--- config.mk ---
export PLATFORM = sky130hd
export DESIGN_NAME = bus_dest_regs
export DESIGN_NICKNAME = d
export VERILOG_FILES = /design/src/rtl/bus_pkg.sv /design/src/rtl/bus_dest_reg.sv /design/src/rtl/bus_dest_regs.sv
export SDC_FILE = /design/constraint.sdc
export NUM_CORES = 1
export LEC_CHECK = 0
export BUFFER_PORTS_ARGS = -buffer_cell sky130_fd_sc_hd__clkbuf_2
export CORE_ASPECT_RATIO = 1.75
export CORE_MARGIN = 1.5
export CORE_UTILIZATION = 45
export CTS_CLUSTER_DIAMETER = 60
export DETAILED_ROUTE_END_ITERATION = 8
export HOLD_SLACK_MARGIN = 0.03
export MAX_ROUTING_LAYER = met4
export PLACE_DENSITY = 0.7
export SYNTH_ARGS = -nofsm -noshare
export SYNTH_HDL_FRONTEND = slang
export SYNTH_SLANG_ARGS = --single-unit
--- constraint.sdc ---
create_clock -name clk -period 3.17 [get_ports clk]
set_input_delay 0.1585 -clock clk [delete_from_list [all_inputs] [get_ports clk]]
set_output_delay 0.1585 -clock clk [all_outputs]
set_load 0.01 [all_outputs]
--- src/rtl/bus_pkg.sv ---
// Shared encodings for the common bus: op codes and register indices used by both
// the source mux select and the destination select.
package bus_pkg;

    typedef enum logic [1:0] {
        OP_NOP  = 2'b00,
        OP_LOAD = 2'b01,
        OP_INC  = 2'b10,
        OP_CLR  = 2'b11
    } op_t;

    localparam logic [2:0] DEST_NONE = 3'b000;

    // Register indices; identical on the source and destination side of the bus.
    localparam logic [2:0] SEL_REG0 = 3'd0;
    localparam logic [2:0] SEL_REG1 = 3'd1;
    localparam logic [2:0] SEL_REG2 = 3'd2;
    localparam logic [2:0] SEL_REG3 = 3'd3;
    localparam logic [2:0] SEL_REG4 = 3'd4;
    localparam logic [2:0] SEL_REG5 = 3'd5;
    localparam logic [2:0] SEL_REG6 = 3'd6;
    localparam logic [2:0] SEL_REG7 = 3'd7;

endpackage

--- src/rtl/bus_dest_reg.sv ---
// One destination register: load from bus, increment with wrap flag, or clear.
module bus_dest_reg #(
    parameter int unsigned width = 16
) (
    input  logic             clk,
    input  logic             rst,
    input  logic             load,
    input  logic             inc,
    input  logic             clr,
    input  logic [width-1:0] d,
    output logic [width-1:0] q,
    output logic             wrap
);

    logic [width-1:0] q_q, q_d;
    logic             wrap_q, wrap_d;

    always_comb begin
        q_d    = q_q;
        wrap_d = 1'b0;
        if (clr) begin
            q_d = '0;
        end else if (load) begin
            q_d = d;
        end else if (inc) begin
            q_d    = q_q + width'(1);
            wrap_d = &q_q;
        end
    end

    always_ff @(posedge clk or posedge rst) begin
        if (rst) begin
            q_q    <= '0;
            wrap_q <= 1'b0;
        end else begin
            q_q    <= q_d;
            wrap_q <= wrap_d;
        end
    end

    assign q    = q_q;
    assign wrap = wrap_q;

endmodule

--- src/rtl/bus_dest_regs.sv ---
// Bus destination side: decodes dest_sel/op onto registers 1-7 and reports each
// accepted write with a one-cycle acknowledge.
import bus_pkg::*;

module bus_dest_regs #(
    parameter int unsigned width = 16
) (
    input  logic             clk,
    input  logic             rst,
    input  logic [width-1:0] bus_in,
    input  logic [2:0]       dest_sel,
    input  logic [1:0]       op,
    output logic [width-1:0] reg0,
    output logic [width-1:0] reg1,
    output logic [width-1:0] reg2,
    output logic [width-1:0] reg3,
    output logic [width-1:0] reg4,
    output logic [width-1:0] reg5,
    output logic [width-1:0] reg6,
    output logic [width-1:0] reg7,
    output logic             wr_ack,
    output logic [2:0]       wr_sel,
    output logic             inc_wrap
);

    logic             accept;
    logic [width-1:0] q [1:7];
    logic [7:1]       wrap;
    logic             wr_ack_q;
    logic [2:0]       wr_sel_q;

    assign accept = (op != OP_NOP) && (dest_sel != DEST_NONE);

    for (genvar i = 1; i < 8; i++) begin : g_reg
        logic hit;
        assign hit = accept && (dest_sel == 3'(i));

        bus_dest_reg #(
            .width(width)
        ) u_reg (
            .clk (clk),
            .rst (rst),
            .load(hit && (op == OP_LOAD)),
            .inc (hit && (op == OP_INC)),
            .clr (hit && (op == OP_CLR)),
            .d   (bus_in),
            .q   (q[i]),
            .wrap(wrap[i])
        );
    end

    // wr_sel deliberately holds its last index while no write is acknowledged.
    always_ff @(posedge clk or posedge rst) begin
        if (rst) begin
            wr_ack_q <= 1'b0;
            wr_sel_q <= 3'b000;
        end else begin
            wr_ack_q <= accept;
            if (accept) begin
                wr_sel_q <= dest_sel;
            end
        end
    end

    assign reg0     = '0;
    assign reg1     = q[1];
    assign reg2     = q[2];
    assign reg3     = q[3];
    assign reg4     = q[4];
    assign reg5     = q[5];
    assign reg6     = q[6];
    assign reg7     = q[7];
    assign wr_ack   = wr_ack_q;
    assign wr_sel   = wr_sel_q;
    assign inc_wrap = |wrap;

endmodule

## Word-level counts from Yosys, hierarchy flattened

Index checks and enable logic that the tools add are counted.

- Bits in registers: 123
- Bits of input ports: 23
- Output and inout bits: 133
- Logic and storage cells: 121

- Add/sub/neg operators: 7
- Equal/unequal tests: 10
- Muxes and demuxes: 42
- Reduce and logical (&&, ||, !) cells: 46

Operators by type and width:

| operator | number |
|---|---|
| two-way mux 16 bit | 21 |
| adder 16 x 1 -> 16 bit (second input constant) | 7 |
| AND reduction 16 bit | 7 |
| logical AND 1 bit | 29 |
| nonzero test 3 bit | 8 |
| two-way mux 1 bit | 21 |
| equality test 3 bit (second input constant) | 4 |
| OR reduction 7 bit | 1 |
| equality test 3 x 2 -> 1 bit (second input constant) | 2 |
| equality test 2 bit (second input constant) | 2 |
| equality test 3 x 1 -> 1 bit (second input constant) | 1 |
| equality test 2 x 1 -> 1 bit (second input constant) | 1 |
| nonzero test 2 bit | 1 |

## Logic depth before layout (Yosys ltp)

- Word-level depth: 7
- Depth in mapped cells: 8
- Mapped depth without buffers: 6

## By module

From an unflattened synthesis, not the netlist that was laid out.

- Cells, all modules: 880
- Area total of the unflattened synthesis: 7981.4 um^2

By module, submodules not included:

| module | instances | cells each | area each (um^2) |
|---|---|---|---|
| bus_dest_reg | 7 | 116 | 1071.0 |
| bus_dest_regs | 1 | 68 | 484.2 |

## Worst setup path before layout

Ideal clock, no wire load.

- Kind: register -> register
- Start point: register g_reg[1].u_reg.q_q[0]
- End point: register g_reg[1].u_reg.q_q[14]
- Arrival: 1.643 ns
- Slack: 1.401 ns
- Stages on the path, launching flop included: 7
- Path buffers: 0
- Period minus slack after synthesis: 1.769 ns
- Cell sequence: dfrtp_1 > ha_1 > nand3_1 > nor2_1 > and3_1 > o21ai_0 > a221o_1

- Longest elaborated chain between the ends: 4

RTL lines:

| item | line | source |
|---|---|---|
| from (decl) | bus_dest_reg.sv:15 | `logic [width-1:0] q_q, q_d;` |
| from (signal assigned) | bus_dest_reg.sv:36 | `q_q <= q_d;` |
| adder 16 x 1 -> 16 bit | bus_dest_reg.sv:26 | `q_d = q_q + width'(1);` |
| two-way mux 16 bit | bus_dest_reg.sv:25 | `end else if (inc) begin` |
| two-way mux 16 bit | bus_dest_reg.sv:23 | `end else if (load) begin` |
| two-way mux 16 bit | bus_dest_reg.sv:21 | `if (clr) begin` |

No other way between the ends. The select of a mux whose other input is x is not followed.
A chain may end at the register's enable or synchronous reset.

## Final worst setup path

Ends and elaborated chain as after synthesis.

==> metrics.cfg <==
[run_status]
outcome = completed

[synth]
yosys_register_bits = 123
synthXorXnorAreaFrac_pct = 0
synth_compound_gate_area_share_pct = 26.1
synth.yosys.warnings = 0
synth_sequential_area_ratio_pct = 37.8
synth_area_um2 = 8150
synth_top_area_share_pct = 37.8
netlist_top_cells_area = dfrtp_1 38%, a21oi_1 6.9%, nand2_1 5.5%, o21ai_0 4.9%, and3_1 4.1%
synth_top_family_by_area = simple AND/OR/NAND/NOR gates
synthSimpleGateAreaFrac_pct = 28.8
syn_area_per_cell_um2 = 8.09
netlist-cell-type-count = 72
post-synth-top-area-cell = dfrtp_1
synth_adder_area_share_pct = 1.07
muxShareOfSynthArea_pct = 0.491
synth-main-ff-cell = dfrtp_1
synth_async_sr_flop_share_pct = 100
number_of_enable_flip_flop_cells_after_synthesis = 0
synthesized_netlist_cell_count = 1008

[timing]
finalSetupViolations = 0
finClkSkew_ns = 0.0110
rsz_0062_raised_after_global_routing = no
min_period_ns = 2.17
setup_tns_ns = 0
fmaxAchievable_ghz = 0.461
headroom_to_the_max_slew_limit_pct = 35.9
hold_violations = 0
fin_crit_sh_pct = 68.4
postLayoutSetupSlackWorst_ns = 1.00
slew_violations = 0
worst-slew-pin-transition_ns = 0.960
finalHoldWorstSlack_ns = 0.129

[cells_and_area]
final_net_count = 1142
areaGrowthSynthToFinish_pct = 17.4
share_of_final_layout_standard_cells_stronger_than_drive_strength_1_pct = 18.7
layout.filler_cells = 1749
finalInstanceArea_um2 = 9570
finalNonFillerCells = 1359
final_core_utilization_pct = 53.5

[placed_design]
placed_cell_area_um2 = 8930
placement.setup.worst_slack_ns = 0.954
routability_cong = 0.956
total_instance_count_after_detailed_placement = 1325
buffer_ports.inserted = 139
dp.final_hpwl_um = 19300

[setup_path]
cp.buffers_inverters = 0
r2r-start = g_reg[1].u_reg.q[0]
critical-path-max-stage-delay_ns = 0.51
worstSetupPathType = flop to flop
worst_setup_path_endpoint = g_reg[1].u_reg.q[14]
timing.critical_path.cells = ha_1 > nand3_1 > nor2_1 > and3_1 > o21ai_0 > a221o_1
reg2reg_to = g_reg[1].u_reg.q[14]
worst-path-max-fanout = 7
worst-endpoint-required_ns = 3.47
critPathTopFamily = simple AND/OR/NAND/NOR gates
crit_arrival_ns = 2.47
timing.critical_path.to_type = flop
worstRegToRegCells = 6
critical_path.startpoint = g_reg[1].u_reg.q[0]
slowest_stage = dfrtp_1
r2r_slack_ns = 1.00
crit_path_start_kind = flop
timing.critical_path.depth = 6

[clocking]
cts_root_buffer = clkbuf_16
sink_count = 123
cts_clk_pin_slew_worst_paths_ns = 0.06
worst_skew_pair.late_latency_ns = 0.43
numCtsBuffers = 17
tritoncts_clock_tree = yes
htree_num_levels = 4
clk_path_buf_depth = 2

[power_and_ir_drop]
power.leakage_nw = 4.07
vdd_ir_drop_max_mv = 0.308
power.share.switching_pct = 35.8
combPwrFrac_pct = 25.0
clock_power_share_pct = 36.9
net-switching-power_mw = 2.05
p_seq_share_pct = 38.2
ratio_of_total_power_to_cell_area_nw_per_um2 = 598
cell_internal_power_mw = 3.67
p_total_mw = 5.73

[drt]
drtIter0Drc = 768
routed-via-count = 8784
drt-wirelength-per-cell_um = 21.1
route.detailed.vias_per_inst = 6.46
drt_pre_antenna_iters = 6
route.antenna.remaining_nets = 0
drcViolationCount = 0
routed_wirelength_um = 28600

[floorplan]
initial_core_util_pct = 45.6
floorplan.core_area_um2 = 17900
fp-row-count = 65
die-area_um2 = 19000
floorplan.die.height_um = 181
die_extent_in_x_um = 105
floorplan.io_pins = 156

[global_route]
grt_pass1_vias = 8119
grt_util_all_layers_pct = 31.0
grt.overflow.total = 0
maximum_number_of_pins_on_one_net_before_global_route_repair = 57
number_of_antenna_violations_at_the_first_check_in_global_routing = 0
grt_pass1_wl_um = 45000

[hold_path]
min-delay-path-class = primary input to flop

[job]
cap_viol_max_count = 0

## kinds of logic (layout without fill, tap and decap cells)
family                   Yosys count  after routing
AO/OA/AOI/OAI                    335            335
adder cells (fa/ha/maj)            7              7
buffers and inverters             97            198
flip-flops                       123            123
multiplexers                       4              4
other                              1             17
AND/OR/NAND/NOR                  441            441
## timing repair
item	4_1_cts	5_1_grt
gates resized for setup	0	0
hold endpoints to repair	38	0
hold buffers	2	0
setup buffers	0	0
## worst register-to-register path: stages, from the launching register on
cell and delay [ns]:
dfrtp_1 0.51, ha_1 0.29, nand3_1 0.17, nor2_1 0.44, and3_1 0.26, o21ai_0 0.08
a221o_1 0.31
## power groups by stage
stage | clock network (mW) | registers [mW] | logic [mW]
floorplan | 0 | 2.18 | 0.890
global placement | 0 | 2.19 | 1.39
detailed placement | 0 | 2.20 | 1.41
CTS | 2.12 | 2.17 | 1.42
global route | 2.19 | 2.23 | 1.58
finish | 2.11 | 2.19 | 1.43
## cells in the final DEF (no fill, tap or decap), drive strengths merged, types with 16 or more instances in the layout
cell type and n:
nand4 22, nor2 66, o221ai 17, o21ai 84, dfrtp 123, and3 53, a21oi 112, buf 16
nand2 121, clkbuf 156, nor3 32, conb 16, nand3 65
## worst min path at each step
stage,from,end,slack (ns),depth (start not counted)
global route,bus_in[6],g_reg[5].u_reg.q[6],0.13,3
floorplan,bus_in[12],g_reg[3].u_reg.q[12],0.29,2
finish,bus_in[12],g_reg[3].u_reg.q[12],0.13,3
global placement,rst,g_reg[1].u_reg.q[12],0.39,2
detailed placement,rst,g_reg[1].u_reg.q[2],0.40,2
CTS,bus_in[12],g_reg[3].u_reg.q[12],0.1,3
## cells in the mapped netlist, types with 5 or more instances
library cell / number
nand2_1: 120
a21oi_1: 112
clkbuf_1: 42
and4_1: 9
a31oi_1: 12
buf_4: 22
a31o_2: 6
nand4b_1: 5
nor2b_1: 6
a41oi_1: 5
dfrtp_1: 123
o211ai_1: 11
o31a_1: 7
a22o_1: 6
nand2b_1: 12
a21o_1: 8
a22oi_1: 12
a2bb2oi_1: 5
o221ai_1: 17
and2_1: 6
or4_1: 5
nand4_1: 21
or3_1: 7
and3_1: 53
nor2_1: 64
inv_1: 11
nor3_1: 28
o21ai_0: 80
o22ai_1: 6
buf_2: 18
a221o_1: 7
nor4_1: 12
ha_1: 7
nand3_1: 64
## final cells by class
type / instances / area, um^2 / share of cell area (%)
Multi-Input combinational cell: 803 / 4660 / 48.7
Sequential cell: 123 / 3080 / 32.2
Timing Repair Buffer: 156 / 868 / 9.07
Clock buffer: 18 / 429 / 4.48
Tap cell: 234 / 293 / 3.06
Clock inverter: 13 / 193 / 2.01
Inverter: 11 / 45.0 / 0.471
Antenna cell: 1 / 2.50 / 0.0261
## metal layers
metal  vias up  global-route usage, %  routed length, um
li1       3982                      -                  -
met2       465                   47.6              13900
met1      4237                   37.0              10900
met4         0                   21.0               1860
met5         -                      -                  0
met3       100                   5.19               2030
## state kept, by name (all words and copies together), names as in the netlist
signal	flops
wr_sel	3
g.u_reg.wrap	7
g.u_reg.q	112
wr_ack	1
No activity file was read; power rests on OpenSTA's default activity.
